$ cat src/rtl/alarm_pkg.sv
// alarm_pkg: shared encodings for the vehicle alarm controller.
//   - main_state_t : main FSM state codes (also driven onto the display port)
//   - arm_state_t  : arming sub-FSM state codes
//   - prog_sel_t   : delay-register select codes for run-time programming
//   - DELAY_W      : width of every delay / countdown value in seconds
package alarm_pkg;

  localparam int DELAY_W = 4;

  typedef enum logic [2:0] {
    ST_ARMED      = 3'd0,
    ST_DISARMED   = 3'd1,
    ST_TRIGGER    = 3'd2,
    ST_ALARM      = 3'd3,
    ST_STOP_ALARM = 3'd4,
    ST_LOCKOUT    = 3'd5
  } main_state_t;

  typedef enum logic [1:0] {
    ARM_WAIT_IGN_OFF    = 2'd0,
    ARM_WAIT_DOOR_OPEN  = 2'd1,
    ARM_WAIT_DOOR_CLOSE = 2'd2,
    ARM_DELAY           = 2'd3
  } arm_state_t;

  typedef enum logic [1:0] {
    SEL_ARM = 2'd0,
    SEL_DRV = 2'd1,
    SEL_PAS = 2'd2,
    SEL_ALM = 2'd3
  } prog_sel_t;

endpackage

$ cat src/rtl/alarm_controller_n_timer.sv
// alarm_timer: one-second tick divider plus a seconds countdown.
// Ports:
//   clock, reset (async, active-low)
//   start      : load load_value into the countdown and realign the divider
//   stop       : abandon the count (countdown -> 0), wins over start
//   load_value : delay in seconds; 0 is treated as 1
//   countdown  : remaining seconds, 0 when idle
//   expired    : one-cycle pulse in the cycle the countdown moves 1 -> 0
//   tick       : one-cycle pulse once every TICK_DIV clocks (free-running)
module alarm_timer
  import alarm_pkg::*;
#(
  parameter int TICK_DIV = 100000000
) (
  input  logic               clock,
  input  logic               reset,
  input  logic               start,
  input  logic               stop,
  input  logic [DELAY_W-1:0] load_value,
  output logic [DELAY_W-1:0] countdown,
  output logic               expired,
  output logic               tick
);

  localparam int DIV_W = (TICK_DIV > 1) ? $clog2(TICK_DIV) : 1;
  localparam logic [DIV_W-1:0] DIV_LAST = DIV_W'(TICK_DIV - 1);

  logic [DIV_W-1:0]   div_reg;
  logic [DELAY_W-1:0] count_reg;

  assign tick      = (div_reg == DIV_LAST);
  // A restart or stop in the same cycle cancels the pending expiry.
  assign expired   = tick && (count_reg == DELAY_W'(1)) && !start && !stop;
  assign countdown = count_reg;

  always_ff @(posedge clock or negedge reset) begin
    if (!reset) begin
      div_reg   <= '0;
      count_reg <= '0;
    end else begin
      if (start || tick) div_reg <= '0;
      else               div_reg <= div_reg + DIV_W'(1);

      if (stop)
        count_reg <= '0;
      else if (start)
        count_reg <= (load_value == '0) ? DELAY_W'(1) : load_value;
      else if (tick && (count_reg != '0))
        count_reg <= count_reg - DELAY_W'(1);
    end
  end

endmodule

$ cat src/rtl/alarm_controller_n.sv
// alarm_controller_n: vehicle alarm supervisor for N_DOORS debounced doors.
// Ports:
//   clock, reset (async, active-low)
//   ignition, doors[N_DOORS]        : debounced inputs, doors[0] = driver door
//   prog_we, prog_sel, prog_value   : delay programming, honoured only when disarmed
//   armed, siren_en, siren_tone     : registered driver outputs
//   state, countdown                : display outputs
//   alarm_zone, retrig_cnt          : trigger diagnostics
module alarm_controller_n
  import alarm_pkg::*;
#(
  parameter int N_DOORS    = 2,
  parameter int TICK_DIV   = 100000000,
  parameter int T_ARM_DEF  = 6,
  parameter int T_DRV_DEF  = 8,
  parameter int T_PAS_DEF  = 15,
  parameter int T_ALM_DEF  = 10,
  parameter int MAX_RETRIG = 3
) (
  input  logic               clock,
  input  logic               reset,
  input  logic               ignition,
  input  logic [N_DOORS-1:0] doors,
  input  logic               prog_we,
  input  logic [1:0]         prog_sel,
  input  logic [DELAY_W-1:0] prog_value,
  output logic               armed,
  output logic               siren_en,
  output logic               siren_tone,
  output logic [2:0]         state,
  output logic [DELAY_W-1:0] countdown,
  output logic [N_DOORS-1:0] alarm_zone,
  output logic [1:0]         retrig_cnt
);

  localparam logic [1:0] RETRIG_MAX = 2'(MAX_RETRIG);

  main_state_t        state_reg, state_next;
  arm_state_t         arm_reg, arm_next;
  logic [N_DOORS-1:0] doors_prev_reg;
  logic [N_DOORS-1:0] zone_reg, zone_next;
  logic [1:0]         retrig_reg, retrig_next, retrig_inc;
  logic               armed_reg, siren_en_reg, tone_reg;
  logic               siren_on_next;

  logic               tmr_start, tmr_stop, tmr_expired, tmr_tick;
  logic [DELAY_W-1:0] tmr_value;
  logic [DELAY_W-1:0] delay_val [4];

  logic [N_DOORS-1:0] door_rise;
  logic               any_door;

  assign door_rise = doors & ~doors_prev_reg;
  assign any_door  = |doors;
  assign retrig_inc = (retrig_reg == RETRIG_MAX) ? retrig_reg : retrig_reg + 2'd1;

  // Programmable delay bank, one register per prog_sel code.
  for (genvar gi = 0; gi < 4; gi++) begin : g_delay
    localparam logic [DELAY_W-1:0] DEF =
      (gi == 0) ? DELAY_W'(T_ARM_DEF) :
      (gi == 1) ? DELAY_W'(T_DRV_DEF) :
      (gi == 2) ? DELAY_W'(T_PAS_DEF) : DELAY_W'(T_ALM_DEF);
    logic [DELAY_W-1:0] value_reg;

    always_ff @(posedge clock or negedge reset) begin
      if (!reset)
        value_reg <= DEF;
      else if (prog_we && (state_reg == ST_DISARMED) && (prog_sel == 2'(gi)))
        value_reg <= prog_value;
    end

    assign delay_val[gi] = value_reg;
  end

  alarm_timer #(
    .TICK_DIV(TICK_DIV)
  ) u_timer (
    .clock     (clock),
    .reset     (reset),
    .start     (tmr_start),
    .stop      (tmr_stop),
    .load_value(tmr_value),
    .countdown (countdown),
    .expired   (tmr_expired),
    .tick      (tmr_tick)
  );

  always_comb begin
    state_next  = state_reg;
    arm_next    = ARM_WAIT_IGN_OFF;
    zone_next   = zone_reg;
    retrig_next = retrig_reg;
    tmr_start   = 1'b0;
    tmr_stop    = 1'b0;
    tmr_value   = delay_val[SEL_ARM];

    if (ignition) begin
      state_next  = ST_DISARMED;
      retrig_next = '0;
      tmr_stop    = 1'b1;
    end else begin
      case (state_reg)
        ST_ARMED: begin
          if (|door_rise) begin
            state_next = ST_TRIGGER;
            zone_next  = doors;
            tmr_start  = 1'b1;
            tmr_value  = doors[0] ? delay_val[SEL_DRV] : delay_val[SEL_PAS];
          end
        end
        ST_DISARMED: begin
          arm_next = arm_reg;
          case (arm_reg)
            ARM_WAIT_IGN_OFF:   arm_next = ARM_WAIT_DOOR_OPEN;
            ARM_WAIT_DOOR_OPEN: if (doors[0]) arm_next = ARM_WAIT_DOOR_CLOSE;
            ARM_WAIT_DOOR_CLOSE: begin
              if (!any_door) begin
                arm_next  = ARM_DELAY;
                tmr_start = 1'b1;
              end
            end
            ARM_DELAY: begin
              if (any_door) begin
                // Abandon the count; it restarts from full on the next close.
                arm_next = ARM_WAIT_DOOR_CLOSE;
                tmr_stop = 1'b1;
              end else if (tmr_expired) begin
                state_next = ST_ARMED;
              end
            end
            default: arm_next = ARM_WAIT_IGN_OFF;
          endcase
        end
        ST_TRIGGER: if (tmr_expired) state_next = ST_ALARM;
        ST_ALARM: begin
          if (!any_door) begin
            state_next = ST_STOP_ALARM;
            tmr_start  = 1'b1;
            tmr_value  = delay_val[SEL_ALM];
          end
        end
        ST_STOP_ALARM: begin
          if (any_door) begin
            retrig_next = retrig_inc;
            tmr_stop    = 1'b1;
            state_next  = (retrig_inc == RETRIG_MAX) ? ST_LOCKOUT : ST_ALARM;
          end else if (tmr_expired) begin
            state_next  = ST_ARMED;
            retrig_next = '0;
            zone_next   = '0;
          end
        end
        ST_LOCKOUT: state_next = ST_LOCKOUT;
        default:    state_next = ST_ARMED;
      endcase
    end

    // The arming sequence only runs while we stay disarmed.
    if (state_next != ST_DISARMED) arm_next = ARM_WAIT_IGN_OFF;
  end

  assign siren_on_next = (state_next == ST_ALARM) || (state_next == ST_LOCKOUT);

  always_ff @(posedge clock or negedge reset) begin
    if (!reset) begin
      state_reg      <= ST_ARMED;
      arm_reg        <= ARM_WAIT_IGN_OFF;
      doors_prev_reg <= '0;
      zone_reg       <= '0;
      retrig_reg     <= '0;
      armed_reg      <= 1'b1;
      siren_en_reg   <= 1'b0;
      tone_reg       <= 1'b0;
    end else begin
      state_reg      <= state_next;
      arm_reg        <= arm_next;
      doors_prev_reg <= doors;
      zone_reg       <= zone_next;
      retrig_reg     <= retrig_next;
      armed_reg      <= (state_next == ST_ARMED);
      siren_en_reg   <= siren_on_next;
      if (!siren_on_next) tone_reg <= 1'b0;
      else if (tmr_tick)  tone_reg <= ~tone_reg;
    end
  end

  assign armed      = armed_reg;
  assign siren_en   = siren_en_reg;
  assign siren_tone = tone_reg;
  assign state      = state_reg;
  assign alarm_zone = zone_reg;
  assign retrig_cnt = retrig_reg;

endmodule

$ cat config.mk
export PLATFORM = sky130hd
export DESIGN_NAME = alarm_controller_n
export DESIGN_NICKNAME = d
export VERILOG_FILES = /design/src/rtl/alarm_pkg.sv /design/src/rtl/alarm_controller_n_timer.sv /design/src/rtl/alarm_controller_n.sv
export SDC_FILE = /design/constraint.sdc
export NUM_CORES = 1
export LEC_CHECK = 0
export CAP_MARGIN = 20
export CORE_MARGIN = 2
export CORE_UTILIZATION = 30
export DETAILED_ROUTE_END_ITERATION = 16
export GPL_ROUTABILITY_DRIVEN = 0
export PLACE_DENSITY_LB_ADDON = 0.12
export SLEW_MARGIN = 10
export SYNTH_ARGS = -nofsm -noshare
export SYNTH_HDL_FRONTEND = slang
export SYNTH_SLANG_ARGS = --single-unit
$ cat constraint.sdc
create_clock -name clock -period 3.4 [get_ports clock]
set_input_delay 0.51 -clock clock [delete_from_list [all_inputs] [get_ports clock]]
set_output_delay 0.51 -clock clock [all_outputs]
set_load 0.01 [all_outputs]
==> results.py, run 1 <==
metrics = {
    "status": {
        "status": "completed",
    },
    "routing": {
        "antenna_left": 0,
        "drc": 0,
        "drt_iter0_drc": 89,
        "drt_wl_total_um": 7790,
        "wl_per_cell_um": 15.3,
        "num_vias": 2545,
        "firstDrtPassIters": 5,
        "routed_via_density": 4.99,
    },
    "cells_and_area": {
        "fin_nets": 380,
        "num_antenna_cells": 0,
        "area_delta_synth_final_pct": 19.3,
        "largest_reg_flops": 27,
        "drive_gt1_share_pct": 18.9,
        "seqCellArea_sq_um": 1540,
        "fillers": 1104,
        "multi_input_area_sq_um": 1730,
    },
    "sta": {
        "post-route-period-util_pct": 76.2,
        "finalCriticalPeriod_ps": 2590,
        "worst_pin_slew_ps": 572,
        "layout_setup_ws_ps": 809,
        "slew_viol_final": 0,
        "setup_viol": 0,
        "relSlewSlack_pct": 61.7,
        "finClkSkew_ps": 13.9,
        "hold_viol_final": 0,
        "tns_ps": 0,
        "rsz0062_at_grt": "no",
        "max_freq_mhz": 386,
    },
    "synth": {
        "synth_edf_count": 0,
        "yosysMostFrequentCell": "dfrtp_1",
        "synth_warnings": 0,
        "syn_area_sq_um": 3360,
        "synthArstFlopShare_pct": 100,
        "syn_area_per_cell_sq_um": 10.1,
        "postSynthCellCount": 332,
        "syn_nets": 347,
        "netlist_top_cells_area": "dfrtp_1, dfstp_2, mux2_2, nor2_1, xor2_1",
        "synth_ff_type": "dfrtp_1",
        "synth.largest_area_cell": "dfrtp_1",
        "yosysUniqueCellTypes": 66,
        "synth_top_cell_area_share_pct": 38.0,
        "ys_top_cells_by_count": "dfrtp_1, nor2_1, nand2_1",
        "synth-seq-cells": 61,
        "ys_seq_area_share_pct": 45.8,
    },
    "floorplan": {
        "die_y_um": 110,
        "dieArea_sq_um": 12100,
        "coreArea_sq_um": 10900,
        "num_rows": 38,
        "io_pins": 26,
        "initial_core_util_pct": 30.8,
        "die_w_um": 110,
    },
    "cts": {
        "h-tree-depth": 3,
        "insertion_delay_ps": 350,
        "clkSinkCount": 61,
        "cts_tree": "built",
        "cts_root_buffer": "clkbuf_8",
        "hold_buffers": 0,
        "post_cts_buffers": 0,
        "path_clk_slew_ps": 70,
        "clock_path_buffers": 2,
        "cts_resized": 0,
        "numCtsBuffers": 9,
    },
    "job": {
        "cap_violations": 0,
    },
    "worst_hold_path": {
        "min_path_type": "input port to async pin",
    },
    "grt": {
        "grt_max_degree": 47,
        "grt_pass1_wl_um": 13100,
        "grt_pass1_vias": 2477,
        "track_usage_pct": 14.2,
        "grt_overflow": 0,
        "antenna_found_initial": 0,
    },
    "critical_path": {
        "cp_max_fo": 11,
        "reg2regPathDepth": 6,
        "startpoint_type": "input port",
        "cp_data_arrival_time_ps": 2880,
        "cp.required_ps": 3690,
        "end_kind": "flip-flop",
        "crit_type": "input port to flip-flop",
    },
    "power": {
        "p_leak_uw": 0.00156,
        "power.density_nw_per_um2": 546,
        "vdd_drop_max_v": 0.000200,
    },
    "placed_design": {
        "pre_cts_slack_ps": 448,
        "dp_hpwl_um": 5570,
        "port_buffers": 25,
    },
}
[through the flow]
| step | power (uW) | cell area [sq um] | hold WS, ps | instances | utilization [%] |
|---|---|---|---|---|---|
| global placement | 1460 | 3770 | 474 | 493 | 34.6 |
| CTS | 2210 | 3990 | 386 | 509 | 36.6 |
| global route | 2320 | 4010 | 167 | 510 | 36.8 |
| floorplan | 1340 | 3360 | 214 | 332 | - |
| detailed placement | 1470 | 3770 | 473 | 493 | 34.6 |
| finish | 2190 | 4010 | 142 | 510 | 36.8 |
[critical path, stage by stage]
cell and delay (ps):
clkdlybuf4s50_1 700, nor2_2 400, a211oi_1 140, nand4b_1 270, or4_4 470, a21oi_2 230, and2_1 150
[layout make-up]
type | instances | area share (%)
Clock inverter | 5 | 1.87
Tap cell | 140 | 4.37
Inverter | 9 | 0.843
Sequential cell | 61 | 38.4
Timing Repair Buffer | 33 | 7.93
Clock buffer | 11 | 3.53
Multi-Input combinational cell | 251 | 43.1
[report_power, final]
| part | total [uW] | leakage (uW) | switching, uW | internal (uW) |
|---|---|---|---|---|
| combinational | 368 | 0.000711 | 170 | 198 |
| sequential | 1090 | 0.000736 | 173 | 915 |
| clock | 730 | 0.000113 | 301 | 429 |
[cell usage in the layout, fill, tap and decap left out, drive strengths merged, types with 3 or more instances in the layout]
master / netlist / final
a21oi: 11 / 11
clkdlybuf4s50: 0 / 24
nor2b: 6 / 6
nand4: 7 / 7
a31oi: 3 / 3
o21ai: 13 / 13
xor2: 14 / 14
nor4: 3 / 3
nor2: 46 / 46
inv: 9 / 9
mux2i: 6 / 6
and3: 5 / 5
nand4b: 3 / 3
and4: 6 / 6
clkinv: 0 / 3
nand3: 16 / 16
buf: 8 / 9
mux2: 17 / 17
nand2: 24 / 24
or2: 5 / 5
nor3: 10 / 10
dfstp: 10 / 10
clkbuf: 3 / 11
dfrtp: 51 / 51
or3: 3 / 3
nor4b: 4 / 4
xnor2: 12 / 12
a211oi: 5 / 5
ha: 3 / 3
and2: 3 / 3
nand2b: 3 / 3
[routing by layer]
metal | part of all wire [%] | track usage [%]
met5 | 0 | 0
met3 | 2.4 | 2.85
met4 | 1.7 | 5.97
met1 | 52 | 20.4
met2 | 44 | 20.7
[cell families after synthesis]
| family | synth area share, % |
|---|---|
| mux | 7.60 |
| buf+inv | 2.79 |
| compound gates | 10.1 |
| simple gates | 25.7 |
| xor+xnor | 6.78 |
| flops | 45.8 |
| fa+ha+maj | 1.12 |
[worst paths after layout]
| kind | start | end | slack, ps |
|---|---|---|---|
| setup / recovery | doors[0] | armed | 810 |
| hold / removal | reset | u_timer.div_reg[1] | 140 |
| setup reg to reg | state[2] | u_timer.div_reg[4] | 1010 |
| hold reg to reg | u_timer.div_reg[0] | u_timer.div_reg[0] | 480 |
| max in group asynchronous | reset | armed | 2450 |
| min in group clock | u_timer.div_reg[0] | u_timer.div_reg[0] | 480 |
Power figures use the tool's default switching activity.
==> run 2: changes to the inputs <==
==> constraint.sdc (replaced) <==
create_clock -name clock -period 2.33 [get_ports clock]
set_input_delay 0.3495 -clock clock [delete_from_list [all_inputs] [get_ports clock]]
set_output_delay 0.3495 -clock clock [all_outputs]
set_load 0.01 [all_outputs]
==> run 2 against run 1 <==
  * The flow now finishes with violations (negative hold slack)
  * Via count grew 3.3%
  * Clock skew shrank 8.4 ps
  * Critical path depth is the same
  * Core utilization grew 1.8 points
  * Sequential power grew 45%
  * First-iteration DRC count grew 22%
  * Non-clock buffer count grew 21
  * Worst hold slack lost 150 ps
  * Combinational power grew 57%
  * Final cell count grew 4.1%
  * Critical path type is now flip-flop to flip-flop
  * Largest power group unchanged
==> results.py, run 2 (synthesis gave the netlist of run 1 again) <==
metrics = {
    "status": {
        "status": "finished with violations",
        "violations": "negative hold slack",
    },
    "power": {
        "comb_power_share_pct": 18.0,
        "p_leak_uw": 0.00166,
        "switching_power_uw": 962,
        "power_frac_seq_pct": 49.4,
        "swShare_pct": 30.0,
        "p_clk_share_pct": 32.6,
        "intPower_uw": 2240,
        "power.density_nw_per_um2": 762,
        "vdd_drop_max_v": 0.000265,
    },
    "sta": {
        "hold_viol_final": 3,
        "slew_viol_final": 0,
        "fin_hold_ws_ps": -10.1,
        "post-route-period-util_pct": 92.0,
        "layout_setup_ws_ps": 186,
        "finClkSkew_ps": 5.50,
        "tns_ps": 0,
        "max_freq_mhz": 467,
        "finalCriticalPeriod_ps": 2140,
        "rsz0062_at_grt": "no",
        "worst_pin_slew_ps": 437,
        "setup_viol": 0,
        "relSlewSlack_pct": 70.9,
    },
    "critical_path": {
        "crit_type": "flip-flop to flip-flop",
        "path_cells": "ha_1 -> nand3_2 -> nor2_1 -> and4_4 -> nand4bb_4 -> mux2_4 -> a221o_1",
        "cp_data_arrival_time_ps": 2380,
        "cp.required_ps": 2570,
        "crit_buf_inv": 0,
        "critPathTopFamily": "simple AND/OR/NAND/NOR gates",
        "crit_path_max_incr_delay_ps": 390,
        "cp_max_fo": 4,
        "cpMaxStageDelayCell": "dfrtp_1",
        "startpoint_type": "flip-flop",
        "end_kind": "flip-flop",
    },
    "floorplan": {
        "die_w_um": 110,
        "io_pins": 26,
        "initial_core_util_pct": 30.8,
        "dieArea_sq_um": 12100,
        "coreArea_sq_um": 10900,
        "num_rows": 38,
        "die_y_um": 110,
    },
    "placed_design": {
        "pre_cts_slack_ps": -39.8,
        "placed_cells": 515,
        "port_buffers": 25,
        "dp_hpwl_um": 5810,
        "place_area_sq_um": 3960,
    },
    "grt": {
        "grt_pass1_vias": 2655,
        "grt_pass1_wl_um": 13700,
        "grt_max_degree": 62,
        "grt_overflow": 0,
        "antenna_found_initial": 0,
        "track_usage_pct": 14.9,
    },
    "routing": {
        "antenna_left": 0,
        "firstDrtPassIters": 4,
        "drc": 0,
        "wl_per_cell_um": 15.3,
        "drt_wl_total_um": 8110,
        "routed_via_density": 4.95,
        "num_vias": 2630,
        "drt_iter0_drc": 109,
    },
    "cells_and_area": {
        "num_antenna_cells": 0,
        "final_cell_mix": "dfrtp_1, nor2_1, buf_4",
        "drive_gt1_share_pct": 24.8,
        "largest_reg_flops": 27,
        "final_area_sq_um": 4210,
        "final_common_cell": "dfrtp_1",
        "area_delta_synth_final_pct": 25.3,
        "fin_nets": 401,
        "stdcell_count": 531,
    },
    "cts": {
        "hold_buffers": 0,
        "numCtsBuffers": 9,
        "path_clk_slew_ps": 70,
        "clkSinkCount": 61,
        "insertion_delay_ps": 350,
        "h-tree-depth": 3,
        "cts_root_buffer": "clkbuf_8",
        "clock_path_buffers": 2,
        "cts_tree": "built",
    },
    "worst_hold_path": {
        "min_path_type": "input port to async pin",
    },
    "job": {
        "cap_violations": 0,
    },
}
[run 2: cell count changes in the layout (fill, tap and decap cells not counted), sizes merged]
cell,delta
clkbuf,-2
clkinvlp,+2
buf,+21
[run 2: layout make-up]
type                    count  area (sq um)
multi-input cells         251          1760
repair buffers             54           488
well taps                 140           175
inverters                   9          33.8
flip-flops and latches     61          1540
fillers                  1091          6680
clock buffers               9           124
clock inverters             7          90.1
[run 2: final timing paths]
| kind | slack, ps | endpoint | cells past startpoint | from |
|---|---|---|---|---|
| setup / recovery | 190 | alarm_zone[0] | 7 | u_timer.div_reg[0] |
| hold / removal | -10 | u_timer.div_reg[1] | 2 | reset |
| setup reg to reg | 190 | alarm_zone[0] | 7 | u_timer.div_reg[0] |
| hold reg to reg | 490 | u_timer.div_reg[0] | 1 | u_timer.div_reg[0] |
| max in group asynchronous | 2010 | g_delay[3].value_reg[3] | 2 | reset |
| min in group clock | 490 | u_timer.div_reg[0] | 1 | u_timer.div_reg[0] |
[run 2: per-layer routing]
layer	global-route usage, %	share of wire, %
met1	21.4	51
met2	21.6	44
met3	3.02	3.2
met4	6.42	1.7
met5	0	0
[run 2: repair_timing]
item                                    4_1_cts  5_1_grt
gates resized for setup                       0        6
endpoints found under the setup margin        0        5
setup buffers                                 0        0
[run 2: power by group through the flow]
stage	clock network (uW)	registers [uW]	logic, uW
final	1050	1580	578
after global placement	0	1600	569
after CTS	1080	1580	581
after detailed placement	0	1590	580
after floorplan	0	1540	422
after global routing	1130	1630	657
[run 2: worst register-to-register path: cells and delay by family, from the launching register on]
family          cells  cell delay [ps]
compound gates      1              290
fa+ha+maj           1              230
flops               1              390
mux                 1              290
simple gates        4              840
[run 2: through the flow]
stage / hold slack (ps) / util, % / total power, uW
2_1_floorplan: 53.9 / - / 1960
5_1_grt: 25.0 / 38.6 / 3410
4_1_cts: 11.4 / 38.3 / 3240
3_3_place_gp: 390 / 36.4 / 2170
3_5_place_dp: 396 / 36.4 / 2170
6_report: -10.1 / 38.6 / 3210
